[src/rtl/uart_rx_fsm.sv]
// UART receive front end: start detect, 3-sample majority vote, LSB-first shift,
// optional parity via an external checker, stop check. Optional input sync: UART_RX_SYNC_EN.
module uart_rx_fsm #(
   parameter int DATA_WIDTH     = 8,
   parameter int PRESCALE_WIDTH = 6
) (
   input  logic                      CLK,
   input  logic                      RST,
   input  logic                      RX_IN,
   input  logic [PRESCALE_WIDTH-1:0] Prescale,
   input  logic                      PAR_EN,
   input  logic                      PAR_TYP,
   input  logic                      parity_Error,
   output logic                      parity_check_Enable,
   output logic                      parity_Sampled_bit,
   output logic                      parity_type,
   output logic [DATA_WIDTH-1:0]     parity_P_Data,
   output logic [DATA_WIDTH-1:0]     P_DATA,
   output logic                      data_valid,
   output logic                      Par_Err,
   output logic                      Stp_Err
);

   // state  | meaning
   // IDLE   | line idle, waiting for RX low
   // START  | start bit, glitch rejected at bit end
   // DATA   | DATA_WIDTH data bits, LSB first
   // PARITY | parity bit, checker enabled at bit end
   // STOP   | stop bit, frame result issued at bit end
   typedef enum logic [2:0] {S_IDLE, S_START, S_DATA, S_PARITY, S_STOP} state_t;

   localparam int BW = $clog2(DATA_WIDTH + 1);

   state_t                    r_state;
   logic [PRESCALE_WIDTH-1:0] r_edge_cnt;
   logic [PRESCALE_WIDTH-1:0] r_pre;
   logic [BW-1:0]             r_bit_cnt;
   logic [2:0]                r_samp;
   logic                      r_par_en;
   logic                      r_par_typ;
   logic                      r_par_fail;
   logic                      r_chk_en;
   logic [DATA_WIDTH-1:0]     r_shift;
   logic [DATA_WIDTH-1:0]     r_data;
   logic                      r_dv;
   logic                      r_perr;
   logic                      r_serr;

   logic                      w_rx;
   logic                      w_vote;
   logic                      w_bit_end;
   logic                      w_pre_end;
   logic [PRESCALE_WIDTH-1:0] w_half;

`ifdef UART_RX_SYNC_EN
   logic [1:0] r_sync;
   always_ff @(posedge CLK or negedge RST) begin
      if (!RST) r_sync <= 2'b11;
      else      r_sync <= {r_sync[0], RX_IN};
   end
   assign w_rx = r_sync[1];
`else
   assign w_rx = RX_IN;
`endif

   assign w_half    = r_pre >> 1;
   assign w_bit_end = (r_edge_cnt == r_pre - PRESCALE_WIDTH'(1));
   assign w_pre_end = (r_edge_cnt == r_pre - PRESCALE_WIDTH'(2));
   assign w_vote    = (r_samp[0] & r_samp[1]) | (r_samp[0] & r_samp[2]) | (r_samp[1] & r_samp[2]);

   always_ff @(posedge CLK or negedge RST) begin
      if (!RST) begin
         r_state    <= S_IDLE;
         r_edge_cnt <= '0;
         r_pre      <= '0;
         r_bit_cnt  <= '0;
         r_samp     <= '0;
         r_par_en   <= 1'b0;
         r_par_typ  <= 1'b0;
         r_par_fail <= 1'b0;
         r_chk_en   <= 1'b0;
         r_shift    <= '0;
         r_data     <= '0;
         r_dv       <= 1'b0;
         r_perr     <= 1'b0;
         r_serr     <= 1'b0;
      end else begin
         r_dv     <= 1'b0;
         r_perr   <= 1'b0;
         r_serr   <= 1'b0;
         // Raised one cycle early so the checker sees it exactly at edge P-1
         r_chk_en <= (r_state == S_PARITY) && w_pre_end;

         if (r_state != S_IDLE) begin
            if (r_edge_cnt == w_half - PRESCALE_WIDTH'(1)) r_samp[0] <= w_rx;
            if (r_edge_cnt == w_half)                      r_samp[1] <= w_rx;
            if (r_edge_cnt == w_half + PRESCALE_WIDTH'(1)) r_samp[2] <= w_rx;
            if (w_bit_end) r_edge_cnt <= '0;
            else           r_edge_cnt <= r_edge_cnt + PRESCALE_WIDTH'(1);
         end

         case (r_state)
            S_IDLE: begin
               if (!w_rx) begin
                  r_state    <= S_START;
                  r_edge_cnt <= PRESCALE_WIDTH'(1);
                  r_pre      <= Prescale;
                  r_par_en   <= PAR_EN;
                  r_par_typ  <= PAR_TYP;
                  r_par_fail <= 1'b0;
               end
            end
            S_START: begin
               if (w_bit_end) begin
                  r_bit_cnt <= '0;
                  r_state   <= w_vote ? S_IDLE : S_DATA;
               end
            end
            S_DATA: begin
               if (w_bit_end) begin
                  r_shift   <= {w_vote, r_shift[DATA_WIDTH-1:1]};
                  r_bit_cnt <= r_bit_cnt + BW'(1);
                  if (r_bit_cnt == BW'(DATA_WIDTH - 1))
                     r_state <= r_par_en ? S_PARITY : S_STOP;
               end
            end
            S_PARITY: begin
               if (w_bit_end) begin
                  r_par_fail <= parity_Error;
                  r_state    <= S_STOP;
               end
            end
            S_STOP: begin
               if (w_bit_end) begin
                  if (r_par_fail || !w_vote) begin
                     r_perr <= r_par_fail;
                     r_serr <= !w_vote;
                  end else begin
                     r_data <= r_shift;
                     r_dv   <= 1'b1;
                  end
                  // A low line on the last stop edge is the next start bit's edge 0
                  if (!w_rx) begin
                     r_state    <= S_START;
                     r_edge_cnt <= PRESCALE_WIDTH'(1);
                     r_pre      <= Prescale;
                     r_par_en   <= PAR_EN;
                     r_par_typ  <= PAR_TYP;
                     r_par_fail <= 1'b0;
                  end else begin
                     r_state <= S_IDLE;
                  end
               end
            end
            default: r_state <= S_IDLE;
         endcase
      end
   end

   assign parity_check_Enable = r_chk_en;
   assign parity_Sampled_bit  = w_vote;
   assign parity_type         = r_par_typ;
   assign parity_P_Data       = r_shift;
   assign P_DATA              = r_data;
   assign data_valid          = r_dv;
   assign Par_Err             = r_perr;
   assign Stp_Err             = r_serr;

endmodule

[config.mk]
export PLATFORM = sky130hd
export DESIGN_NAME = uart_rx_fsm
export DESIGN_NICKNAME = d
export VERILOG_FILES = /design/src/rtl/uart_rx_fsm.sv
export SDC_FILE = /design/constraint.sdc
export NUM_CORES = 1
export LEC_CHECK = 0
export ABC_AREA = 1
export CORE_ASPECT_RATIO = 1.1
export CORE_MARGIN = 2
export CORE_UTILIZATION = 46
export CTS_CLUSTER_DIAMETER = 100
export DETAILED_ROUTE_END_ITERATION = 16
export PLACE_DENSITY = 0.8
export SLEW_MARGIN = 15
export SYNTH_ARGS = -nofsm -noshare
export SYNTH_HDL_FRONTEND = slang
export SYNTH_SLANG_ARGS = --single-unit
[constraint.sdc]
create_clock -name CLK -period 6.45 [get_ports CLK]
set_clock_uncertainty 0.15 [all_clocks]
set_input_delay 0.9675 -clock CLK [delete_from_list [all_inputs] [get_ports CLK]]
set_output_delay 0.9675 -clock CLK [all_outputs]
set_load 0.01 [all_outputs]
; Word-level counts from Yosys, hierarchy flattened
; Index checks and enable logic that the tools add are counted.
[op_classes]
addsub = 6
eq_ne = 16
n_mux = 40
n_bitwise = 6
n_reduce_logical = 17
[ops]
columns = cell, count
row1 = 6-bit 2-to-1 mux, 6
row2 = 6-bit equality test, 4
row3 = 6-bit one-hot mux with 2 select lines, 2
row4 = 3-bit 2-to-1 mux, 7
row5 = 1-bit 2-to-1 mux, 17
row6 = 3-bit one-hot mux with 5 select lines, 1
row7 = "2-bit inequality test, second input constant", 6
row8 = 2-bit AND reduction, 5
row9 = 3-bit AND reduction, 3
row10 = 4-bit 2-to-1 mux, 2
row11 = 4-bit one-hot mux with 2 select lines, 1
row12 = "5-bit by 1-bit adder with 6-bit output, second input constant", 1
row13 = "6-bit by 1-bit adder with 6-bit output, second input constant", 1
row14 = "3-bit by 2-bit equality test with 1-bit output, second input constant", 2
row15 = 6-bit by 5-bit equality test with 1-bit output, 1
row16 = 6-bit AND reduction, 1
row17 = 3-bit nonzero test, 2
row18 = "5-bit by 1-bit subtractor with 6-bit output, second input constant", 1
row19 = "6-bit by 1-bit subtractor with 6-bit output, second input constant", 1
row20 = "6-bit by 2-bit subtractor with 6-bit output, second input constant", 1
row21 = "4-bit by 1-bit adder with 4-bit output, second input constant", 1
row22 = "4-bit by 3-bit equality test with 1-bit output, second input constant", 1
row23 = 1-bit one-hot mux with 2 select lines, 2
row24 = 2-bit nonzero test, 2
row25 = 11 further kinds, 14
[totals]
ff_bits = 45
wordCells = 101

; Depth between registers and ports, before layout
; Gate-level depths: netlist (run 1).
[depth]
depth_word = 8
ltp_mapped = 15
depth_no_buf = 14

; Least setup slack after synthesis (run 1)
; No wires, ideal clock.
[synth_timing]
path_kind = register to register
startpoint = register r_pre[1]
endpoint = register r_data[2], in the netlist P_DATA[2]
t_arrival_ns = 1.759
path_slack_ns = 4.424
stages_incl_launch_ff = 15
path_buffers = 1
period_less_slack_ns = 2.026
cell_sequence = dfrtp_1 -> inv_1 -> ha_1 -> inv_1 -> nand2_1 -> nand3_1 -> nand3_1 -> nand2_1 -> nor2_4 -> nand2_4 -> inv_4 -> nand2_4 -> buf_6 -> o21ai_1 -> inv_1
[synth_via]
elab_chain_cells = 3
[synth_rtl]
columns = item, line
row1 = start: declaration, 36  ; logic [PRESCALE_WIDTH-1:0] r_pre;
row2 = start signal: assignment, 107  ; r_pre <= Prescale;
row3 = start signal: assignment, 146  ; r_pre <= Prescale;
row4 = 6-bit by 1-bit subtractor with 6-bit output, 67  ; assign w_bit_end = (r_edge_cnt == r_pre - PRESCALE_WIDTH'(1));
row5 = 6-bit equality test, 67
row6 = 3-bit AND reduction (no source line), --
row7 = end signal: assignment, 139  ; r_data <= r_shift;
row8 = end: declaration, 44  ; logic [DATA_WIDTH-1:0] r_data;
; Every way passes these cells.
; A chain may end at the register's enable or synchronous reset.

; Worst setup path after layout (run 1)
[layout_timing]
startpoint = register r_samp[2]
endpoint = output port parity_Sampled_bit
[layout_via]
elab_chain_cells = 3
elab_cells_between_ends = 4
[layout_rtl]
columns = item, line
row1 = start: declaration, 38  ; logic [2:0] r_samp;
row2 = start signal: assignment, 97  ; if (r_edge_cnt == w_half + PRESCALE_WIDTH'(1)) r_samp[2] <= w_rx;
row3 = 1-bit AND, 69  ; assign w_vote = (r_samp[0] & r_samp[1]) | (r_samp[0] & r_samp[2]) | (r_samp[1] & r_samp[2]);
row4 = 1-bit OR, 69
row5 = 1-bit OR *, 69
row6 = end: declaration, 15  ; output logic parity_Sampled_bit,
; Every way passes the cells marked *; elsewhere a longest branch is shown, timed or not.

==> flow_summary.yaml, run 1 <==
floorplan:
  io_pins: 34
  core_area_um2: 5470
  num_rows: 28
  initial_utilization: 0.482
  dieWidth_um: 76.2
  die_h_um: 83.4
  die_area_um2: 6350
pwr:
  comb_power_share: 0.484
  seq_power_share: 0.360
  intPower_uw: 656
  ir_drop_v: 0.000217
  netSwitchingFraction: 0.452
  p_switching_uw: 542
  p_leak_nw: 1.56
  finalPower_mw: 1.20
  powerDensity_nw_per_um2: 389
  clkPwrFrac: 0.156
cts:
  post_cts_buffers: 0
  htreeDepth: 2
  clk_pin_slew_ns: 0.08
  cts_root_buf: "clkbuf_8"
  clk_latency_ns: 0.30
  clock-sinks: 45
  cts_resized: 0
  cts_tree: "done"
  numCtsBuffers: 5
  postCtsHoldBufs: 0
  clockBufferDepth: 2
yosys:
  syn_avg_cell_area_um2: 8.03
  yosysMostFrequentCell: "nand2_1"
  syn-cell-area_um2: 2640
  ys.flop_type: "dfrtp_1"
  synth_top_area_frac: 0.427
  syn-num-nets: 346
  synth-edff-count: 0
  yosysWarnings: 0
  ys_seq_area_frac: 0.427
  ys_ff_latch: 45
  synth_common_cells: "nand2_1, dfrtp_1, inv_1"
  synth_cells: 328
  synth_top_area_cell: "dfrtp_1"
  synth_area_leaders: "dfrtp_1, nand2_1, inv_1, xor2_1, nor2_1"
  async_flop_share: 1.00
  ys_types: 35
critical_path:
  path_class: "register to primary output"
  start_kind: "register"
  crit_chain: "maj3_1, clkdlybuf4s50_1"
  critPathSlowestCell: "clkdlybuf4s50_1"
  cpPeakStageDelay_ns: 0.51
  crit_fanout: 5
  end_kind: "primary output"
  rrSetupSlack_ns: 4.07
  worstPathRequired_ns: 5.33
  cp.arrival_ns: 1.64
timing:
  hold_violations: 0
  max_freq_mhz: 363
  slew_violations: 0
  relSlewSlack: 0.346
  min_period_ns: 2.76
  fin_crit_sh: 0.427
  hold_ws_ns: 0.336
  setup_viol_count_final: 0
  worstMarginPinSlew_ns: 0.981
  setup_tns_ns: 0
  rsz0062_at_grt: "no"
placement:
  portBuffers: 33
  place_congestion: 0.833
  post_dp_cell_area_um2: 2980
  dpl.hpwl_um: 3910
hold_path:
  hp-class: "register to register"
status:
  status: "finished, final reports clean"
routing:
  drt-met1-wl_um: 2430
  firstDrtPassIters: 4
  wl_per_cell_um: 12.1
  vias_per_cell: 4.88
  topRoutingLayerUsed: "met4"
  wl_met2_um: 2560
  via_count: 2128
  drt_first_iter_violations: 91
  wirelength_um: 5270
  post-route-drc-count: 0
  route.met3.wl_um: 179
  antenna_left: 0
grt:
  grt_pass1_vias: 1985
  antenna_found_initial: 0
  grt_pass1_wl_um: 9220
  grt.overflow.total: 0
  grt_max_degree: 46
  track_usage: 0.176
cells_and_area:
  layout-drive-gt1-share: 0.114
  fin_area_um2: 3080
  nNetsFinal: 378
  diodes: 0
  syn2layout_area_growth_pct: 16.8
job:
  cap_violations: 0
-- cell type report --
cell class / instances / area (um2)
Fill cell: 537 / 2390
Multi-Input combinational cell: 225 / 1240
Sequential cell: 45 / 1130
Timing Repair Buffer: 33 / 325
Inverter: 50 / 193
Tap cell: 75 / 93.8
Clock buffer: 6 / 82.6
Clock inverter: 2 / 13.8
-- cell families after synthesis --
kind of cell / share of synthesized area
adder cells (fa/ha/maj): 0.0323
AND/OR/NAND/NOR: 0.266
flip-flops: 0.427
buffers and inverters: 0.101
XOR/XNOR: 0.0798
AO/OA/AOI/OAI: 0.0935
-- placed cells by master, fill, tap and decap left out, drive strengths merged, types with 2 or more instances in the layout --
cell type      netlist  routed
nand2               92      92
inv                 50      50
dfrtp               45      45
clkdlybuf4s50        0      32
nor2                30      30
o21ai               23      23
nand3               18      18
xor2                16      16
a21oi               11      11
nor3                 8       8
xnor2                8       8
ha                   6       6
clkbuf               1       6
nand4                4       4
clkinv               0       2
-- path summary, 6_finish.rpt --
path | from | end | depth (start not counted)
min in group asynchronous | RST | P_DATA[0] | 1
setup reg to reg | r_pre[1] | parity_P_Data[6] | 14
max in group asynchronous | RST | r_pre[0] | 1
hold reg to reg | parity_type | parity_type | 2
setup / recovery | r_samp[2] | parity_Sampled_bit | 2
hold / removal | parity_type | parity_type | 2
-- critical path, delay by kind of cell (launching register included) --
family | cells | cell delay [ns]
DFF | 1 | 0.40
buffers and inverters | 1 | 0.51
adders and majority gates | 1 | 0.43
-- routing by layer --
layer,up-vias,GRT usage
li1,1086,-
met1,983,0.235
met2,47,0.290
met3,12,0.0348
met4,0,0.0545
met5,-,0
-- state kept, by name, summed over array words and instances (netlist names) --
signal,flops
data_valid,1
parity_P_Data,8
r_pre,6
parity_type,1
Stp_Err,1
P_DATA,8
r_bit_cnt,4
r_par_fail,1
r_par_en,1
parity_check_Enable,1
r_state,3
r_edge_cnt,6
Par_Err,1
r_samp,3
-- power by group through the flow --
stage	registers [mW]	clock network (mW)	logic (mW)
finish	0.432	0.186	0.580
floorplan	0.398	0	0.493
detailed placement	0.434	0	0.575
CTS	0.429	0.192	0.582
global placement	0.433	0	0.560
global route	0.442	0.204	0.656
-- per-stage QoR --
step / cells / util / worst slack, ns
6_report: 436 / 0.563 / 3.69
5_1_grt: 436 / 0.563 / 3.63
4_1_cts: 436 / 0.563 / 3.68
3_5_place_dp: 428 / 0.545 / 3.98
3_3_place_gp: 428 / 0.545 / 3.99
2_1_floorplan: 328 / - / 4.42
No activity file was read; power rests on OpenSTA's default activity.
==> run 2: changes to the inputs <==
==> constraint.sdc (replaced) <==
create_clock -name CLK -period 2.68 [get_ports CLK]
set_clock_uncertainty 0.15 [all_clocks]
set_input_delay 0.402 -clock CLK [delete_from_list [all_inputs] [get_ports CLK]]
set_output_delay 0.402 -clock CLK [all_outputs]
set_load 0.01 [all_outputs]
==> run 2 against run 1 <==
Net effect: die area stayed put; wire length is 0.91% higher; clock power is 140% higher; sequential share of layout area is 0.089 points lower; utilization is 0.14 points higher; register-to-register slack worse by 3.8 ns; non-clock buffer count is 1 higher; combinational power is 140% higher; sequential cell count stayed put; total power is 140% higher; highest routed layer unchanged.
==> flow_summary.yaml, run 2 (synthesis results as in run 1) <==
critical_path:
  path_class: "register to register"
  end_kind: "register"
  cp.arrival_ns: 2.45
  worstPathRequired_ns: 2.76
  crit_fanout: 12
  rrSetupSlack_ns: 0.31
  start_kind: "register"
pwr:
  intPower_mw: 1.58
  p_leak_nw: 1.56
  finalPower_mw: 2.88
  netSwitchingFraction: 0.451
  p_switching_mw: 1.30
  ir_drop_v: 0.000601
  powerDensity_nw_per_um2: 933
  clkPwrFrac: 0.156
  comb_power_share: 0.485
  seq_power_share: 0.359
grt:
  antenna_found_initial: 0
  grt_pass1_vias: 2092
  grt_max_degree: 46
  grt.overflow.total: 0
  grt_pass1_wl_um: 9220
  track_usage: 0.178
routing:
  via_count: 2123
  wirelength_um: 5320
  drt_first_iter_violations: 102
  vias_per_cell: 4.86
  post-route-drc-count: 0
  firstDrtPassIters: 4
  antenna_left: 0
  wl_per_cell_um: 12.2
cts:
  post_cts_buffers: 0
  cts_tree: "done"
  clk_latency_ns: 0.31
  htreeDepth: 2
  clockBufferDepth: 2
  cts_resized: 0
  postCtsHoldBufs: 0
  clock-sinks: 45
  cts_root_buf: "clkbuf_8"
  numCtsBuffers: 5
  clk_pin_slew_ns: 0.09
cells_and_area:
  layout_commonest_cell: "nand2_1"
  layout-drive-gt1-share: 0.116
  final_cell_mix: "nand2_1, dfrtp_1, inv_1, clkdlybuf4s50_1, nor2_1"
  syn2layout_area_growth_pct: 17.0
  diodes: 0
  fin_util: 0.564
  nNetsFinal: 379
floorplan:
  die_area_um2: 6350
  dieWidth_um: 76.2
  die_h_um: 83.4
  core_area_um2: 5470
  num_rows: 28
  io_pins: 34
  initial_utilization: 0.482
timing:
  slew_violations: 0
  min_period_ns: 2.37
  max_freq_mhz: 422
  fin_crit_sh: 0.885
  rsz0062_at_grt: "no"
  relSlewSlack: 0.624
  hold_violations: 0
  setup_tns_ns: 0
  setup_viol_count_final: 0
  worstMarginPinSlew_ns: 0.564
hold_path:
  hp-class: "input pin to async pin"
placement:
  place_congestion: 0.880
  dpl.hpwl_um: 4020
  portBuffers: 33
status:
  status: "finished, final reports clean"
job:
  cap_violations: 0
[run 2: cell types whose count changed in the layout (fill, tap and decap cells not counted)]
cell   before  now
buf_4       0    1
[run 2: layout make-up]
class	count	area (um2)
Clock buffer	6	82.6
Clock inverter	2	13.8
Fill cell	511	2380
Inverter	50	193
Multi-Input combinational cell	225	1240
Sequential cell	45	1130
Tap cell	75	93.8
Timing Repair Buffer	34	333
[run 2: power groups by stage]
stage               clock (mW)  combinational, mW  sequential [mW]
floorplan                    0               1.19            0.959
global placement             0               1.35             1.04
detailed placement           0               1.39             1.04
CTS                      0.454               1.40             1.03
global route             0.490               1.57             1.06
finish                   0.450               1.40             1.03
[run 2: worst max-delay path, cell delays in order (launching register included)]
cell     delay, ns
dfrtp_1       0.44
inv_1         0.21
ha_1          0.29
inv_1         0.06
nand2_1       0.08
nand3_1       0.08
nand3_1       0.08
nand2_1       0.09
nor2_4        0.13
nand2_4       0.10
inv_4         0.09
nand2_2       0.16
inv_2         0.18
nand2_1       0.07
o21ai_0       0.07
[run 2: final timing paths]
path / from / endpoint / cells after the start
worst max-delay path: r_pre[1] / parity_P_Data[1] / 14
worst min-delay path: RST / P_DATA[3] / 2
worst max register to register: r_pre[1] / parity_P_Data[1] / 14
worst min register to register: parity_type / parity_type / 2
max in group asynchronous: RST / r_state[1] / 2
min in group CLK: parity_type / parity_type / 2
[run 2: stage by stage]
| stage | std cells | worst slack (ns) | hold WS [ns] | instance area [um2] |
|---|---|---|---|---|
| 4_1_cts | 437 | 0.314 | 0.0499 | 3080 |
| 3_3_place_gp | 429 | 0.483 | 0.312 | 2990 |
| 2_1_floorplan | 328 | 0.654 | -0.0436 | 2640 |
| 5_1_grt | 437 | 0.0560 | 0.0588 | 3080 |
| 3_5_place_dp | 429 | 0.361 | 0.318 | 2990 |
| 6_report | 437 | 0.309 | 0.0219 | 3080 |
[run 2: metal layers]
layer / track usage / part of all wire / vias up
li1: - / - / 1091
met1: 0.223 / 0.46 / 964
met2: 0.300 / 0.48 / 58
met3: 0.0380 / 0.045 / 10
met4: 0.0711 / 0.019 / 0
met5: 0 / 0 / -
==> run 3: changes to the inputs <==
--- a/config.mk
+++ b/config.mk
@@ -9,6 +9,7 @@
 export CORE_ASPECT_RATIO = 1.1
 export CORE_MARGIN = 2
 export CORE_UTILIZATION = 46
+export CTS_BUF_LIST = sky130_fd_sc_hd__clkbuf_8
 export CTS_CLUSTER_DIAMETER = 100
 export DETAILED_ROUTE_END_ITERATION = 16
 export PLACE_DENSITY = 0.8
==> results of run 3 <==
Same layout as run 2: the final DEF is identical, and so are final timing and power.
